[src/rtl/sq_commit_arbiter.sv]
// Shares the single data-cache port between retired-store drain and two load units.
// Stores retire into an in-order buffer and drain as byte-masked writes; loads are granted round-robin.
module sq_commit_arbiter #(
  parameter int WAYS       = 2,
  parameter int SB_DEPTH   = 4,
  parameter int SB_HIGH_WM = 3,
  parameter int ADDR_W     = 32,
  parameter int DATA_W     = 32
) (
  input  logic                           clock,
  input  logic                           reset,
  input  logic [WAYS-1:0]                retire_valid,
  input  logic [WAYS*ADDR_W-1:0]         retire_addr,
  input  logic [WAYS*DATA_W-1:0]         retire_data,
  input  logic [WAYS*(DATA_W/8)-1:0]     retire_be,
  output logic                           retire_stall,
  input  logic [1:0]                     ld_req,
  input  logic [2*ADDR_W-1:0]            ld_addr,
  output logic [1:0]                     ld_gnt,
  output logic [1:0]                     ld_rvalid,
  output logic [DATA_W-1:0]              ld_rdata,
  output logic                           dc_req,
  output logic                           dc_we,
  output logic [ADDR_W-1:0]              dc_addr,
  output logic [DATA_W-1:0]              dc_wdata,
  output logic [DATA_W/8-1:0]            dc_be,
  input  logic                           dc_gnt,
  input  logic                           dc_rvalid,
  input  logic [DATA_W-1:0]              dc_rdata,
  output logic [$clog2(SB_DEPTH):0]      sb_count,
  output logic                           sb_empty
);

  localparam int BE_W  = DATA_W / 8;
  localparam int PTR_W = $clog2(SB_DEPTH);
  localparam int CNT_W = PTR_W + 1;

  typedef enum logic [1:0] {IDLE, WR_REQ, RD_REQ, RD_WAIT} state_t;

  state_t            state_reg, state_next;
  logic [PTR_W-1:0]  head_reg, tail_reg;
  logic [CNT_W-1:0]  count_reg;
  logic              rr_reg, rr_next;
  logic              sel_reg, sel_next;
  logic [ADDR_W-1:0] rd_addr_reg, rd_addr_next;
  logic [ADDR_W-1:0] wr_addr_reg;
  logic [DATA_W-1:0] wr_data_reg;
  logic [BE_W-1:0]   wr_be_reg;
  logic [CNT_W-1:0]  enq_cnt;
  logic              deq;
  logic              load_head;

  logic [ADDR_W-1:0] sb_addr_mem [SB_DEPTH];
  logic [DATA_W-1:0] sb_data_mem [SB_DEPTH];
  logic [BE_W-1:0]   sb_be_mem   [SB_DEPTH];

  logic [ADDR_W-1:0] way_addr  [WAYS];
  logic [DATA_W-1:0] way_data  [WAYS];
  logic [BE_W-1:0]   way_be    [WAYS];
  logic [ADDR_W-1:0] ld_addr_w [2];

  genvar gi;
  generate
    for (gi = 0; gi < WAYS; gi++) begin : g_way
      assign way_addr[gi] = retire_addr[gi*ADDR_W +: ADDR_W];
      assign way_data[gi] = retire_data[gi*DATA_W +: DATA_W];
      assign way_be[gi]   = retire_be[gi*BE_W +: BE_W];
    end
    for (gi = 0; gi < 2; gi++) begin : g_ld
      assign ld_addr_w[gi] = ld_addr[gi*ADDR_W +: ADDR_W];
    end
  endgenerate

  // Retire ways are contiguous from way 0, so the enqueue count is a popcount.
  always_comb begin
    enq_cnt = '0;
    for (int w = 0; w < WAYS; w++) enq_cnt = enq_cnt + CNT_W'(retire_valid[w]);
  end

  assign retire_stall = (SB_DEPTH - int'(count_reg)) < WAYS;
  assign sb_count     = count_reg;
  assign sb_empty     = (count_reg == '0) && (state_reg != WR_REQ);

  always_comb begin
    state_next   = state_reg;
    rr_next      = rr_reg;
    sel_next     = sel_reg;
    rd_addr_next = rd_addr_reg;
    deq          = 1'b0;
    load_head    = 1'b0;
    dc_req       = 1'b0;
    dc_we        = 1'b0;
    dc_addr      = '0;
    dc_wdata     = '0;
    dc_be        = '0;
    ld_gnt       = '0;
    ld_rvalid    = '0;
    ld_rdata     = '0;
    case (state_reg)
      IDLE: begin
        if (count_reg >= CNT_W'(SB_HIGH_WM) || (ld_req == 2'b00 && count_reg != '0)) begin
          state_next = WR_REQ;
          load_head  = 1'b1;
        end else if (|ld_req) begin
          state_next   = RD_REQ;
          sel_next     = ld_req[rr_reg] ? rr_reg : ~rr_reg;
          rd_addr_next = ld_addr_w[sel_next];
        end
      end
      WR_REQ: begin
        dc_req   = 1'b1;
        dc_we    = 1'b1;
        dc_addr  = wr_addr_reg;
        dc_wdata = wr_data_reg;
        dc_be    = wr_be_reg;
        if (dc_gnt) begin
          deq        = 1'b1;
          state_next = IDLE;
        end
      end
      RD_REQ: begin
        dc_req  = 1'b1;
        dc_addr = rd_addr_reg;
        if (dc_gnt) begin
          ld_gnt[sel_reg] = 1'b1;
          rr_next         = ~sel_reg;
          state_next      = RD_WAIT;
        end
      end
      RD_WAIT: begin
        if (dc_rvalid) begin
          ld_rvalid[sel_reg] = 1'b1;
          ld_rdata           = dc_rdata;
          state_next         = IDLE;
        end
      end
      default: state_next = IDLE;
    endcase
  end

  always_ff @(posedge clock) begin
    if (!reset) begin
      state_reg   <= IDLE;
      head_reg    <= '0;
      tail_reg    <= '0;
      count_reg   <= '0;
      rr_reg      <= 1'b0;
      sel_reg     <= 1'b0;
      rd_addr_reg <= '0;
    end else begin
      state_reg   <= state_next;
      head_reg    <= head_reg + PTR_W'(deq);
      tail_reg    <= tail_reg + enq_cnt[PTR_W-1:0];
      count_reg   <= count_reg + enq_cnt - CNT_W'(deq);
      rr_reg      <= rr_next;
      sel_reg     <= sel_next;
      rd_addr_reg <= rd_addr_next;
    end
  end

  // Head slot is never the enqueue target when entering WR_REQ (count > 0), so a registered read is safe.
  always_ff @(posedge clock) begin
    for (int w = 0; w < WAYS; w++) begin
      if (retire_valid[w]) begin
        sb_addr_mem[tail_reg + PTR_W'(w)] <= way_addr[w];
        sb_data_mem[tail_reg + PTR_W'(w)] <= way_data[w];
        sb_be_mem[tail_reg + PTR_W'(w)]   <= way_be[w];
      end
    end
    if (load_head) begin
      wr_addr_reg <= sb_addr_mem[head_reg];
      wr_data_reg <= sb_data_mem[head_reg];
      wr_be_reg   <= sb_be_mem[head_reg];
    end
  end

  retire_while_stalled: assert property (@(posedge clock) disable iff (!reset)
    !(retire_stall && (|retire_valid)));

endmodule

[config.mk]
export PLATFORM = sky130hd
export DESIGN_NAME = sq_commit_arbiter
export DESIGN_NICKNAME = d
export VERILOG_FILES = /design/src/rtl/sq_commit_arbiter.sv
export SDC_FILE = /design/constraint.sdc
export NUM_CORES = 1
export LEC_CHECK = 0
export CAP_MARGIN = 20
export CORE_MARGIN = 4
export CORE_UTILIZATION = 48
export DETAILED_ROUTE_END_ITERATION = 10
export PLACE_DENSITY = 0.9
export SYNTH_ARGS = -nofsm -noshare
export SYNTH_HDL_FRONTEND = slang
export SYNTH_SLANG_ARGS = --single-unit
[constraint.sdc]
create_clock -name clock -period 5.8 [get_ports clock]
set_input_delay 0.87 -clock clock [delete_from_list [all_inputs] [get_ports clock]]
set_output_delay 0.87 -clock clock [all_outputs]
set_load 0.02 [all_outputs]
* Word-level counts from Yosys, hierarchy flattened
Memories as Yosys holds them, arrays and structs flattened. A register that Yosys moved wholly into a read port is not among the register bits.
Cells that the tools add are included.
** Storage, ports and cells
- Memory bits (writable) :: 272
- Memories kept :: 3
- Output and inout port bits :: 111
- Register bits after elaboration :: 43
** Memory list
- sb_addr_mem :: depth 4, bits a word 32, rd ports 1, clocked after Yosys merged registers in 1, wr ports 2, RTL line 53 : logic [ADDR_W-1:0] sb_addr_mem [SB_DEPTH];
- sb_data_mem :: depth 4, bits a word 32, rd ports 1, clocked after Yosys merged registers in 1, wr ports 2, RTL line 54 : logic [DATA_W-1:0] sb_data_mem [SB_DEPTH];
- sb_be_mem :: depth 4, bits a word 4, rd ports 1, clocked after Yosys merged registers in 1, wr ports 2, RTL line 55 : logic [BE_W-1:0] sb_be_mem [SB_DEPTH];
** Operators by class
- Multiplexer cells :: 33
- $add $sub $neg :: 7
- Bitwise gates (word level) :: 4
- Order comparisons :: 6
- Reductions and logical operators :: 13
- Eq/ne operators :: 8
** Operators with widths (number)
- $mux W32 :: 6
- $pmux W32 S2 :: 1
- $mux W2 :: 9
- $mux W1 :: 14
- $pmux W2 S4 :: 1
- $ne A2 B2 Y1 const B :: 3
- $eq A2 B2 Y1 const B :: 2
- $logic_not A2 Y1 :: 2
- $lt A1 B2 Y1 const B :: 2
- $lt A4 B3 Y1 const B :: 1
- $mux W4 :: 1
- $reduce_and A4 Y1 :: 1
- $reduce_or A2 Y1 :: 2
- $sub A3 B3 Y4 const A :: 1
- $add A3 B2 Y3 :: 1
- $ge A3 B2 Y1 const B :: 1
- $logic_and A1 B1 Y1 :: 3
- $logic_not A3 Y1 :: 1
- $ne A3 B3 Y1 const B :: 1
- $not A1 Y1 :: 3
- $reduce_and A3 Y1 :: 1
- $reduce_bool A3 Y1 :: 1
- $sub A3 B1 Y3 :: 1
- $add A1 B1 Y2 :: 1
- other kinds (11) :: 11

* Logic depth before layout (Yosys ltp)
- Word-level depth :: 7
- Depth in mapped cells :: 11
- Depth with buffers taken out :: 9

* Least setup slack after synthesis
OpenSTA, ideal clock, no wires.
- Kind :: in2reg
- From :: input retire_valid[0]
- To :: memory sb_addr_mem[0][0] (enable)
- Required time :: 5212 ps
- Slack :: -500 ps
- Stages on the path :: 2
- Data arrival time :: 5712 ps
- Buffers on the path :: 0
- Cells stage by stage :: nand2b_1 > o21ai_0
** RTL lines
- start, declared :: RTL line 12 : input logic [WAYS-1:0] retire_valid,
- end, declared :: RTL line 53

* Worst setup path in the final report
- From :: register state_reg[1]
- To :: output dc_wdata[13]
** On the way
- Longest elaborated chain between the ends :: 2
** Ends and longest elaborated chain
- start, declared :: RTL line 40 : state_t state_reg, state_next;
- start signal, assigned :: RTL line 151 : state_reg <= state_next;
- $eq A2 B1 Y1 :: RTL line 99 : case (state_reg)
- $mux W32 :: RTL line 99
- end, declared :: RTL line 25 : output logic [DATA_W-1:0] dc_wdata,
Every way passes these cells.

==> run_results.csv <==
group,metric,value,unit
layout,fin_area,23720,um^2
pwr,power_per_cell_area,378.3,nW/um^2
setup_path,critical_path.reg2reg.startpoint,"state_reg[1]",
clock_tree,cts_tree,"done",
placed_design,placed_area,22330,um^2
global_route,grt_overflow_total,0,
logic_synthesis,ys_ff_latch,383,
layout,reg.largest.list,"sb_addr_mem (128), sb_data_mem (128)",
layout,areaGrowthSynthToFinish,29.34,%
logic_synthesis,yosys_warnings,0,
hold_path,timing.hold.worst.class,"reg -> reg",
setup_path,path_max_fanout,48,
pwr,internal_power,6288,uW
detailed_routing,wl,50420,um
floorplanning,initial_core_util,0.4869,
setup_path,critical_path_required_time,4.93,ns
setup_path,timing.critical_path.from,"state_reg[1]",
detailed_routing,route.detailed.vias_per_inst,5.923,
layout,area_of_all_sequential_standard_cells,11080,um^2
logic_synthesis,synth_cell_type_count,41,
sta,fmaxAchievable,245.9,MHz
pwr,p_leak,0.007954,uW
layout,postLayoutCoreUtil,0.6298,
pwr,power_frac_comb,0.278,
pwr,power.switching,2685,uW
detailed_routing,drtPass1Iterations,6,
floorplanning,rows,71,
detailed_routing,ant_nets,0,
global_route,gr_util_all_layers,0.2344,
clock_tree,htree_levels,2,
floorplanning,num_io_pins,351,
detailed_routing,detailedRoute.firstIterationViolations,1095,
clock_tree,cts-root-to-sink-buffers,3,
logic_synthesis,synth_seq_area_share,0.6036,
global_route,grt_pass1_wl,74870,um
logic_synthesis,syn_area,18340,um^2
logic_synthesis,number_of_nets_produced_by_synthesis,1418,
sta,grt_setup_unrepaired,"false",
sta,final_hold_violating_endpoints,0,
placed_design,place.detailed.instances,1949,
setup_path,timing.critical_path.from_type,"register",
global_route,grt_pass1_vias,12409,
placed_design,io_buffer_count,350,
sta,worst_slew_pin_slew,1.157,ns
sta,finalClockSkew,0.02436,ns
logic_synthesis,synth_area_leader_cell,"sky130_fd_sc_hd__edfxtp_1",
logic_synthesis,avgSynthCellArea,15.76,um^2
sta,report.final.setup_viol,0,
sta,finalWorstPathRequiredPeriod,4.066,ns
global_route,antenna_found_initial,6,
detailed_routing,dr_total_vias,12018,
logic_synthesis,synthesis.instances,1164,
logic_synthesis,ys_async_sr_fraction,0,
logic_synthesis,synth.top_cells.by_area,"sky130_fd_sc_hd__edfxtp_1 (56%), sky130_fd_sc_hd__mux2_2 (15%), sky130_fd_sc_hd__mux4_2 (8.4%)",
global_route,largest_net_degree_at_the_start_of_global_routing,70,
pwr,peakVddDrop,0.2012,mV
pwr,switching_share,0.2993,
detailed_routing,drcViolationCount,0,
setup_path,critPathKind,"reg -> out",
logic_synthesis,yosysTopAreaCellShare,0.5567,
job,drv.max_cap_violation_count,0,
setup_path,worstSetupEndpointType,"primary output",
clock_tree,clk-insertion-delay-late,0.54,ns
sta,rel_slew_slack,0.2289,
clock_tree,cts_hold_buffers,0,
clock_tree,clock_tree.root_cell,"sky130_fd_sc_hd__clkbuf_16",
clock_tree,cts-resized-gates,0,
detailed_routing,post_drt_wl_per_cell,24.85,um
hold_path,hold_start,"rd_addr_reg[20]",
setup_path,arrival,3.20,ns
layout,final_layout_size_suffix_gt1_frac,0.2754,
layout,multiInputGateArea,6873,um^2
pwr,power.clock.fraction,0.278,
floorplanning,chipWidth,203.5,um
sta,drv_slew,0,
clock_tree,buffers_inserted_during_post_cts_setup_optimization,0,
status,outcome,"completed",
layout,fillCellCount,2662,
sta,layout_worst_path_cycle_share,0.7011,
floorplanning,chipHeight,203.5,um
placed_design,gp_routability_congestion,0.8197,
clock_tree,cts_num_sinks,383,
floorplanning,floorplan.die_area,41400,um^2
layout,final_cell_count_no_fill,2029,
pwr,pwr-share-seq,0.444,
layout,nNetsFinal,1741,
clock_tree,numCtsBuffers,41,
placed_design,dpl.hpwl,32210,um
clock_tree,worst_setup_hold_path_clk_slew,0.06,ns
floorplanning,standard_cell_core_area,37670,um^2
logic_synthesis,synth-edff-count,340,
logic_synthesis,ys_dominant_reg_cell,"sky130_fd_sc_hd__edfxtp_1",
[metal layers]
metal | vias to the layer above | wire, um | track usage
met2 | 654 | 25760 | 0.4107
met5 | - | 20 | 0
met4 | 4 | 1194 | 0.06697
met3 | 79 | 4327 | 0.05056
met1 | 6023 | 19120 | 0.2961
li1 | 5258 | - | -
[logic make-up (layout without fill, tap and decap cells)]
logic type	Yosys count	in the layout	synth area share
fa+ha+maj	14	14	0.009961
mux	340	340	0.2505
simple gates	166	166	0.05301
xor+xnor	5	5	0.002388
buf+inv	109	459	0.02702
compound gates	147	147	0.05349
flops	383	383	0.6036
other cells	0	4	0
[area by class of cell]
class | instances | area share
inverter | 15 | 0.002374
timing repair buffer | 374 | 0.1601
clock buffer | 53 | 0.04695
antenna | 4 | 0.0004220
multi-input combinational | 672 | 0.2897
sequential | 383 | 0.4670
clock inverter | 17 | 0.006383
tap | 511 | 0.02695
[final timing paths]
path,to,depth (start not counted),slack [ns]
max,dc_wdata[13],5,1.73
min,rd_addr_reg[20],2,0.52
max reg2reg,sb_count[2],10,2.63
min reg2reg,rd_addr_reg[20],2,0.52
[power by group through the flow]
stage / combinational, uW / clock, uW / sequential [uW]
CTS: 2480 / 2530 / 3990
floorplan: 1530 / 0 / 3970
detailed placement: 2460 / 0 / 4040
global placement: 2410 / 0 / 4010
global route: 2670 / 2650 / 4030
finish: 2500 / 2490 / 3980
[per-stage QoR]
step | hold slack, ns | total power (uW) | setup WS [ns] | TNS, ns
floorplan | 0.4926 | 5501 | -0.5000 | -68.01
global placement | 0.5029 | 6420 | 2.233 | 0
detailed placement | 0.5144 | 6502 | 2.142 | 0
CTS | 0.5241 | 8996 | 1.717 | 0
global route | 0.5409 | 9348 | 1.590 | 0
finish | 0.5211 | 8973 | 1.734 | 0
[worst max-delay path, stage by stage, from the launching register on]
cell and delay (ns):
sky130_fd_sc_hd__dfxtp_1 0.33, sky130_fd_sc_hd__inv_1 0.12, sky130_fd_sc_hd__ha_2 0.89, sky130_fd_sc_hd__buf_4 0.43
sky130_fd_sc_hd__and2_1 0.22, sky130_fd_sc_hd__clkdlybuf4s50_1 0.66
[cells in the final DEF, fill, tap and decap left out, types with 6 or more instances in the layout]
cell | Yosys | routed
sky130_fd_sc_hd__a21oi_1 | 35 | 34
sky130_fd_sc_hd__a22oi_1 | 32 | 32
sky130_fd_sc_hd__a311oi_1 | 32 | 32
sky130_fd_sc_hd__and2_1 | 44 | 43
sky130_fd_sc_hd__and3_1 | 34 | 34
sky130_fd_sc_hd__buf_4 | 4 | 14
sky130_fd_sc_hd__clkbuf_1 | 46 | 10
sky130_fd_sc_hd__clkbuf_16 | 0 | 43
sky130_fd_sc_hd__clkdlybuf4s50_1 | 0 | 350
sky130_fd_sc_hd__clkinv_1 | 1 | 6
sky130_fd_sc_hd__dfxtp_1 | 43 | 41
sky130_fd_sc_hd__edfxtp_1 | 340 | 340
sky130_fd_sc_hd__ha_1 | 13 | 12
sky130_fd_sc_hd__inv_1 | 13 | 13
sky130_fd_sc_hd__mux2_1 | 20 | 20
sky130_fd_sc_hd__mux2_2 | 252 | 252
sky130_fd_sc_hd__mux4_2 | 68 | 68
sky130_fd_sc_hd__nand3_1 | 35 | 33
sky130_fd_sc_hd__nor2b_1 | 37 | 35
sky130_fd_sc_hd__o21ai_0 | 37 | 35
[cell usage after synthesis (all sizes together) (2+ instances only)]
| cell type | number |
|---|---|
| and3 | 34 |
| inv | 14 |
| nand2 | 3 |
| nand2b | 3 |
| a311oi | 32 |
| mux2 | 272 |
| nor2b | 37 |
| nor2 | 7 |
| o21a | 2 |
| a22oi | 32 |
| dfxtp | 43 |
| o21ai | 37 |
| edfxtp | 340 |
| buf | 48 |
| xnor2 | 4 |
| mux4 | 68 |
| clkbuf | 46 |
| a21oi | 35 |
| ha | 13 |
| nand3 | 35 |
| and2 | 44 |
| a211oi | 2 |
(Power assumes the default switching activity.)
